<file path="src/rtl/bk_add_pkg.sv">
// Shared types and bus helpers for the Brent-Kung adder sequencing stage.
package bk_add_pkg;

   localparam int ADD_W = 12;

   typedef enum logic [1:0] {
      IDLE  = 2'd0,
      PASS1 = 2'd1,
      PASS2 = 2'd2,
      HOLD  = 2'd3
   } bk_state_t;

   typedef struct packed {
      logic             carry;
      logic [ADD_W-1:0] sum;
   } bk_result_t;

   // Adder input bus: even bits carry operand A, odd bits carry operand B.
   function automatic logic [2*ADD_W-1:0] interleave(input logic [ADD_W-1:0] a,
                                                     input logic [ADD_W-1:0] b);
      logic [2*ADD_W-1:0] r;
      r = '0;
      for (int i = 0; i < ADD_W; i++) begin
         r[2*i]   = a[i];
         r[2*i+1] = b[i];
      end
      return r;
   endfunction

   // Adder output bus: top bit is the carry out, the rest is the sum.
   function automatic bk_result_t split(input logic [ADD_W:0] o);
      bk_result_t r;
      r.carry = o[ADD_W];
      r.sum   = o[ADD_W-1:0];
      return r;
   endfunction

endpackage

</file>
<file path="src/rtl/bk_operand_pack.sv">
// Owns the adder input register: loads either the fresh operand pair or the
// first-pass sum with a +1 operand for the carry-in pass, otherwise holds.
module bk_operand_pack
   import bk_add_pkg::*;
(
   input  logic               clk,
   input  logic               rst,
   input  logic               load_ops,
   input  logic               load_pass2,
   input  logic [ADD_W-1:0]   op_a,
   input  logic [ADD_W-1:0]   op_b,
   input  logic [ADD_W-1:0]   pass1_sum,
   output logic [2*ADD_W-1:0] add_in
);

   localparam logic [ADD_W-1:0] ONE = {{(ADD_W-1){1'b0}}, 1'b1};

   logic [2*ADD_W-1:0] add_in_q, add_in_d;

   // Select the next bus value; the bus only moves on a load so the adder never toggles idly.
   always_comb begin
      add_in_d = add_in_q;
      if (load_ops) begin
         add_in_d = interleave(op_a, op_b);
      end else if (load_pass2) begin
         add_in_d = interleave(pass1_sum, ONE);
      end
   end

   // Adder input register.
   always_ff @(posedge clk) begin
      if (rst) begin
         add_in_q <= '0;
      end else begin
         add_in_q <= add_in_d;
      end
   end

   assign add_in = add_in_q;

endmodule

</file>
<file path="src/rtl/bk_add_seq_ctrl.sv">
// Sequencer in front of the combinational 12-bit Brent-Kung adder. Feeds operand
// words, waits SETTLE_CYCLES per pass, and runs a second +1 pass when a carry
// must be chained in from the previous word of a multi-word transaction.
module bk_add_seq_ctrl
   import bk_add_pkg::*;
#(
   parameter int ADD_W         = 12,
   parameter int SETTLE_CYCLES = 1
)(
   input  logic               clk,
   input  logic               rst,
   input  logic               in_valid,
   output logic               in_ready,
   input  logic [ADD_W-1:0]   in_a,
   input  logic [ADD_W-1:0]   in_b,
   input  logic               in_first,
   input  logic               in_last,
   output logic [2*ADD_W-1:0] add_in,
   input  logic [ADD_W:0]     add_out,
   output logic               out_valid,
   input  logic               out_ready,
   output logic [ADD_W-1:0]   out_sum,
   output logic               out_carry,
   output logic               out_last
);

   localparam int              CNT_W    = (SETTLE_CYCLES > 1) ? $clog2(SETTLE_CYCLES) : 1;
   localparam logic [CNT_W-1:0] CNT_LOAD = CNT_W'(SETTLE_CYCLES - 1);

   bk_state_t        state_q, state_d;
   logic [CNT_W-1:0] cnt_q, cnt_d;
   logic             carry_q, carry_d;
   logic             carry_in_q, carry_in_d;
   logic             last_q, last_d;
   logic             c1_q, c1_d;
   logic             in_ready_q, in_ready_d;
   logic             out_valid_q, out_valid_d;
   logic [ADD_W-1:0] out_sum_q, out_sum_d;
   logic             out_carry_q, out_carry_d;
   logic             out_last_q, out_last_d;

   logic             accept;
   logic             settled;
   logic             load_ops;
   logic             load_pass2;
   bk_result_t       res;

   // in_ready_q is only ever set while the FSM is idle.
   assign accept  = in_valid & in_ready_q;
   assign settled = (cnt_q == '0);
   assign res     = split(add_out);

   // State register.
   always_ff @(posedge clk) begin
      if (rst) begin
         state_q <= IDLE;
      end else begin
         state_q <= state_d;
      end
   end

   // Next-state logic: one or two settle-timed passes, then hold until consumed.
   always_comb begin
      state_d = state_q;
      case (state_q)
         IDLE:  if (accept)    state_d = PASS1;
         PASS1: if (settled)   state_d = carry_in_q ? PASS2 : HOLD;
         PASS2: if (settled)   state_d = HOLD;
         HOLD:  if (out_ready) state_d = IDLE;
         default:              state_d = IDLE;
      endcase
   end

   // Output and datapath next values for each state.
   always_comb begin
      cnt_d       = cnt_q;
      carry_d     = carry_q;
      carry_in_d  = carry_in_q;
      last_d      = last_q;
      c1_d        = c1_q;
      out_valid_d = out_valid_q;
      out_sum_d   = out_sum_q;
      out_carry_d = out_carry_q;
      out_last_d  = out_last_q;
      load_ops    = 1'b0;
      load_pass2  = 1'b0;
      case (state_q)
         IDLE: begin
            if (accept) begin
               load_ops   = 1'b1;
               cnt_d      = CNT_LOAD;
               carry_in_d = in_first ? 1'b0 : carry_q;
               last_d     = in_last;
            end
         end
         PASS1: begin
            if (!settled) begin
               cnt_d = cnt_q - CNT_W'(1);
            end else if (carry_in_q) begin
               // The adder has no carry-in, so add the chained carry as a second pass.
               c1_d       = res.carry;
               load_pass2 = 1'b1;
               cnt_d      = CNT_LOAD;
            end else begin
               out_sum_d   = res.sum;
               out_carry_d = res.carry;
               out_last_d  = last_q;
               out_valid_d = 1'b1;
            end
         end
         PASS2: begin
            if (!settled) begin
               cnt_d = cnt_q - CNT_W'(1);
            end else begin
               out_sum_d   = res.sum;
               out_carry_d = c1_q | res.carry;
               out_last_d  = last_q;
               out_valid_d = 1'b1;
            end
         end
         HOLD: begin
            if (out_ready) begin
               out_valid_d = 1'b0;
               // The chain ends at the last word; the next transaction starts clean.
               carry_d     = out_last_q ? 1'b0 : out_carry_q;
            end
         end
         default: ;
      endcase
      in_ready_d = (state_d == IDLE);
   end

   // Datapath and handshake registers.
   always_ff @(posedge clk) begin
      if (rst) begin
         cnt_q       <= '0;
         carry_q     <= 1'b0;
         carry_in_q  <= 1'b0;
         last_q      <= 1'b0;
         c1_q        <= 1'b0;
         in_ready_q  <= 1'b0;
         out_valid_q <= 1'b0;
         out_sum_q   <= '0;
         out_carry_q <= 1'b0;
         out_last_q  <= 1'b0;
      end else begin
         cnt_q       <= cnt_d;
         carry_q     <= carry_d;
         carry_in_q  <= carry_in_d;
         last_q      <= last_d;
         c1_q        <= c1_d;
         in_ready_q  <= in_ready_d;
         out_valid_q <= out_valid_d;
         out_sum_q   <= out_sum_d;
         out_carry_q <= out_carry_d;
         out_last_q  <= out_last_d;
      end
   end

   // Width must match the adder; a +1 pass can never carry when the first pass did.
   always_ff @(posedge clk) begin
      if (!rst) begin
         assert (ADD_W == bk_add_pkg::ADD_W);
         if (state_q == PASS2 && settled) begin
            assert (!(c1_q && res.carry));
         end
      end
   end

   bk_operand_pack u_pack (
      .clk        (clk),
      .rst        (rst),
      .load_ops   (load_ops),
      .load_pass2 (load_pass2),
      .op_a       (in_a),
      .op_b       (in_b),
      .pass1_sum  (res.sum),
      .add_in     (add_in)
   );

   assign in_ready  = in_ready_q;
   assign out_valid = out_valid_q;
   assign out_sum   = out_sum_q;
   assign out_carry = out_carry_q;
   assign out_last  = out_last_q;

endmodule

</file>
<file path="config.mk">
export PLATFORM = sky130hd
export DESIGN_NAME = bk_add_seq_ctrl
export DESIGN_NICKNAME = d
export VERILOG_FILES = /design/src/rtl/bk_add_pkg.sv /design/src/rtl/bk_operand_pack.sv /design/src/rtl/bk_add_seq_ctrl.sv
export SDC_FILE = /design/constraint.sdc
export NUM_CORES = 1
export LEC_CHECK = 0
export CAP_MARGIN = 20
export CORE_MARGIN = 8
export CORE_UTILIZATION = 44
export CTS_CLUSTER_SIZE = 25
export DETAILED_ROUTE_END_ITERATION = 8
export GPL_ROUTABILITY_DRIVEN = 0
export PLACE_DENSITY_LB_ADDON = 0.25
export RECOVER_POWER = 50
export SLEW_MARGIN = 20
export SYNTH_ARGS = -nofsm -noshare
export SYNTH_HDL_FRONTEND = slang
export SYNTH_SLANG_ARGS = --single-unit
</file>
<file path="constraint.sdc">
create_clock -name clk -period 4.9 [get_ports clk]
set_clock_uncertainty 0.15 [all_clocks]
set_input_delay 0.49 -clock clk [delete_from_list [all_inputs] [get_ports clk]]
set_output_delay 0.49 -clock clk [all_outputs]
set_load 0.005 [all_outputs]
</file>
### Word-level counts from Yosys, hierarchy flattened

Cells that the tools add are included.

| storage, ports and cells | value |
|---|---|
| logic and storage cells | 72 |
| memory bits (read-only) | 0 |
| memory bits (writable) | 0 |
| bits in latches | 0 |
| bits of input ports | 43 |
| output and inout bits | 40 |
| memories | 0 |
| register bits | 47 |

| operators by class | value |
|---|---|
| reductions and logical operators | 13 |
| equality and inequality tests | 8 |
| div/mod/pow operators | 0 |
| shift operators | 0 |
| multiply operators | 0 |
| add/sub/neg operators | 1 |
| $lt $le $gt $ge | 0 |
| mux-type cells | 35 |
| bitwise gates (word level) | 3 |

Operator list:

| operator | number |
|---|---|
| 24-bit 2-to-1 mux | 2 |
| 12-bit 2-to-1 mux | 3 |
| 12-bit case mux with 2 select lines | 1 |
| 1-bit 2-to-1 mux | 20 |
| 2-bit inequality test, second input constant | 5 |
| 2-bit 2-to-1 mux | 4 |
| 2-bit case mux with 4 select lines | 1 |
| 1-bit case mux with 2 select lines | 3 |
| 2-bit AND reduction | 3 |
| 2-bit nonzero test | 3 |
| 5-bit AND reduction | 1 |
| 2-bit == test, second input constant | 2 |
| 2-bit logical NOT | 2 |
| 4-bit AND reduction | 1 |
| 1-bit case mux with 3 select lines | 1 |
| 3-bit AND reduction | 1 |
| 3-bit nonzero test | 1 |
| 2-bit by 1-bit == test with 1-bit output, second input constant | 1 |
| 2-bit OR reduction | 1 |
| 1-bit AND | 1 |
| 1-bit NOT | 1 |
| 1-bit bitwise OR | 1 |
| 1-bit subtractor, second input constant | 1 |

### Longest topological paths before layout

| depth | value |
|---|---|
| word-level depth | 5 |
| mapped depth | 6 |
| depth with buffers taken out | 3 |

### Cells and area by module

Synthesis repeated with hierarchy kept, for this count alone.

| unflattened totals | value |
|---|---|
| cell total of the unflattened synthesis | 203 |
| area total of the unflattened synthesis | 2000.7 um^2 |

By module, submodules not included:

| module | sequential area each (um^2) | times used | area each (um^2) | cells an instance |
|---|---|---|---|---|
| bk_operand_pack | 480.5 | 1 | 1036.0 | 105 |
| bk_add_seq_ctrl | 440.4 | 1 | 964.7 | 98 |

### Worst setup path before layout

No wires, ideal clock.

| timing | value |
|---|---|
| path kind | flip-flop to flip-flop |
| start | reg state_q[0] |
| end | reg out_sum_q[0], in the netlist out_sum[0] |
| data required time | 4616 ps |
| setup slack | 3380 ps |
| clock period less this slack | 1520 ps |
| cell stages (with the launch flop) | 7 |
| arrival | 1237 ps |
| setup time | 134 ps |
| buffers on the path | 3 |
| cells stage by stage | dfxtp_1 -> buf_2 -> or3b_1 -> buf_2 -> buf_2 -> nand3_1 -> a21oi_1 |

| on the way | value |
|---|---|
| cells in the longest elaborated chain, start to end | 3 |
| elaborated cells between the ends (all ways) | 8 |
| those cells by class | 5 x eq/ne; 1 x mux; 2 x reduce/logical |

RTL lines:

| what | RTL line | source |
|---|---|---|
| from (decl) | bk_add_seq_ctrl.sv:30 | `bk_state_t state_q, state_d;` |
| from (signal assigned) | bk_add_seq_ctrl.sv:58 | `state_q <= state_d;` |
| 2-bit by 1-bit == test with 1-bit output / 2-bit == test (equally long branches) | bk_add_seq_ctrl.sv:87 | `case (state_q)` |
| 2-bit inequality test (no source line) / 2-bit nonzero test (equally long branches) | -- |  |
| 4-bit AND reduction (no source line) | -- |  |
| to (signal assigned) | bk_add_seq_ctrl.sv:154 | `out_sum_q <= out_sum_d;` |
| to (decl) | bk_add_seq_ctrl.sv:38 | `logic [ADD_W-1:0] out_sum_q, out_sum_d;` |

Parallel ways exist; a longest one is shown, timed or not.
A chain may end at the register's enable or synchronous reset.

### Worst setup path after layout

| timing | value |
|---|---|
| start | in rst |
| end | reg u_pack.add_in_q[1], in the netlist u_pack.add_in[1] |

RTL lines:

| what | RTL line | source |
|---|---|---|
| from (decl) | bk_add_seq_ctrl.sv:11 | `input logic rst,` |
| to (signal assigned) | bk_operand_pack.sv:35 | `add_in_q <= add_in_d;` |
| to (decl) | bk_operand_pack.sv:18 | `logic [2*ADD_W-1:0] add_in_q, add_in_d;` |

No word-level cell between the ends.

==> results.cfg <==
[status]
outcome = finished, violations left
violations = max-capacitance violations, max-slew violations

[floorplan]
initial_utilization_pct = 46.30
io_pins = 83
die_width_um = 81.12
rows = 23
core-area_mm2 = 0.004029
die_h_um = 81.12
dieArea_mm2 = 0.006580

[setup_path]
r2r_cells = 3
r2r_slack_ns = 2.73
cp-end-kind = register
arrival_ns = 2.66
required_ns = 4.84
worstPathCellList = dlygate4sd3_1, clkbuf_1, nor3_1
crit_buf_inv = 2
cp_top_family = buffers and inverters
worstPathMaxFanout = 46
rr_startpoint = state_q[0]
slowest_delay_ns = 1.48
r2r-end = u_pack.add_in[6]
critical_path_class = input pin to register
slowest_stage = clkbuf_1
crit_path_start_kind = input pin

[cells_and_area]
seqCellArea_um2 = 920.9
final_nets = 338
final_area_mm2 = 0.002741
final_core_util_pct = 68.04
num_antenna_cells = 0
layout-drive-gt1-share_pct = 4.054
nFillCells = 354
multi_input_comb_area_um2 = 834.6
syn_to_final_growth_pct = 46.95
final_cell_mix = 46 x dfxtp_1, 42 x clkdlybuf4s50_1, 40 x dlygate4sd3_1
final_common_cell = dfxtp_1

[yosys]
syn_area_mm2 = 0.001866
ys_seq_elements = 46
syn_avg_cell_area_um2 = 8.182
synth_area_leaders = dfxtp_1 49%, a21oi_1 7.8%, o21ai_0 7.2%
synth_cell_types = 23
synthAdderAreaFrac_pct = 0
synth_ff_type = dfxtp_1
syn_nets = 271
yosysTopAreaCell = dfxtp_1
yosys_warnings = 0
ys_seq_area_share_pct = 49.36
synth-xor-area-share_pct = 0
synth_compound_gate_area_share_pct = 20.93
synth_top_family_by_area = simple AND/OR/NAND/NOR gates
netlist_instances = 228
synth-simple-area-share_pct = 23.54
postSynth.asyncResetShare_pct = 0
synth-edff-count = 0
synthMuxAreaShare_pct = 0
synth.top_cell.area_share_pct = 49.36

[place]
portBuffers = 82
dp_slack_ns = 2.209
hpwl_um = 3902
place_area_mm2 = 0.002645

[detailed_routing]
ant_nets = 0
viasPerCell = 5.318
num_vias = 1840
drcViolationCount = 0
first_pass_iters = 4
first_iter_violations = 163
wire_per_inst_um = 15.95
routed_wl_um = 5520

[min_path]
hold_path_depth = 2
hold_class = register to register
worstHoldStart = last_q
holdPathEnd = last_q

[sta]
final.min_clock_period_ns = 2.711
slew_viol_final = 47
max_freq_mhz = 368.9
slew_headroom_pct = -38.29
worst_pin_slew_ns = 2.074
fin_ws_ns = 2.189
min_period_over_period_pct = 55.32
finalHoldViolations = 0
setup_viol = 0
hold_slack_ns = 0.3120
rsz0062_at_grt = false
finalSetupTns_ns = 0

[clock_network]
path_clk_slew_ns = 0.08
cts-resized-gates = 0
cts.sinks = 46
cts-buffers-inserted = 5
clock_path_buffers = 2
cts_tree = yes
h-tree-depth = 2
cts_root_buf = clkbuf_8
worstSkewPairLatency_ns = 0.30
cts_setup_buffers = 0
cts_hold_buffers = 0

[grt]
grt_use_total_pct = 16.57
grt_pass1_wl_um = 8597
grt_overflow_total = 0
grt_max_degree = 47
antenna_found_initial = 0
grt_pass1_vias = 1709

[run]
maxCapViolCount = 1

[power]
leakage_nw = 1.032
ir_drop_mv = 0.2174
powerDensity_mw_per_mm2 = 347.6
## flip-flops by register name, indices dropped and copies added (netlist names)
register       flops
out_sum           12
u_pack.add_in     24
carry_q            1
out_carry          1
in_ready           1
c1_q               1
carry_in_q         1
last_q             1
out_valid          1
out_last           1
state_q            2
## per-stage QoR
stage,total power [mW],std cells
after floorplan,0.5973,228
after global placement,0.7335,338
after detailed placement,0.7388,338
after CTS,0.9792,346
after global routing,1.001,346
final,0.9528,346
## cells in the mapped netlist (2+ instances only)
library cell / count
a211oi_1: 13
a21oi_1: 29
buf_2: 11
buf_4: 3
clkbuf_1: 8
dfxtp_1: 46
nand2_1: 31
nand3_1: 25
nand3b_1: 3
nor2_1: 3
nor2b_1: 2
nor3_1: 17
o21ai_0: 27
## layer usage
| metal | GRT usage (%) | up-vias | routed length, µm | part of all wire (%) |
|---|---|---|---|---|
| met1 | 20.95 | 844 | 2320 | 42 |
| met3 | 4.415 | 9 | 370 | 6.7 |
| met5 | 0 | - | 0 | 0 |
| li1 | - | 940 | - | - |
| met4 | 6.429 | 0 | 81 | 1.5 |
| met2 | 26.30 | 47 | 2747 | 50 |
## cell type report
| class | count | area share [%] |
|---|---|---|
| clock inverters | 2 | 0.4564 |
| clock buffers | 6 | 3.012 |
| flip-flops and latches | 46 | 33.59 |
| inverters | 1 | 0.1369 |
| repair buffers | 83 | 30.08 |
| multi-input cells | 158 | 30.44 |
| well taps | 50 | 2.282 |
## worst max-delay path by stage
stage	slack [ns]	to	depth (start not counted)	startpoint
final	2.19	u_pack.add_in[1]	3	rst
after global routing	2.05	u_pack.add_in[1]	3	rst
after CTS	2.53	u_pack.add_in[6]	4	in_valid
after detailed placement	2.21	u_pack.add_in[6]	4	in_valid
after global placement	2.27	u_pack.add_in[4]	4	in_valid
after floorplan	3.38	out_sum[0]	6	state_q[0]
## where the power goes
group,internal [mW],total (mW),leakage [nW],switching [mW]
clock network,0.113,0.240,0.0472,0.127
registers,0.422,0.453,0.375,0.0309
logic,0.139,0.260,0.609,0.121
## worst reg2reg max path, cell delays in order (launching register included)
cell and delay, ns:
dfxtp_1 0.51, nand3b_1 0.69, o21ai_0 0.46, a211oi_1 0.13
## logic make-up after synthesis
family | Yosys count
simple gates | 88
buf+inv | 24
flops | 46
compound gates | 70
Note: power is estimated with default switching activity, not from simulation.
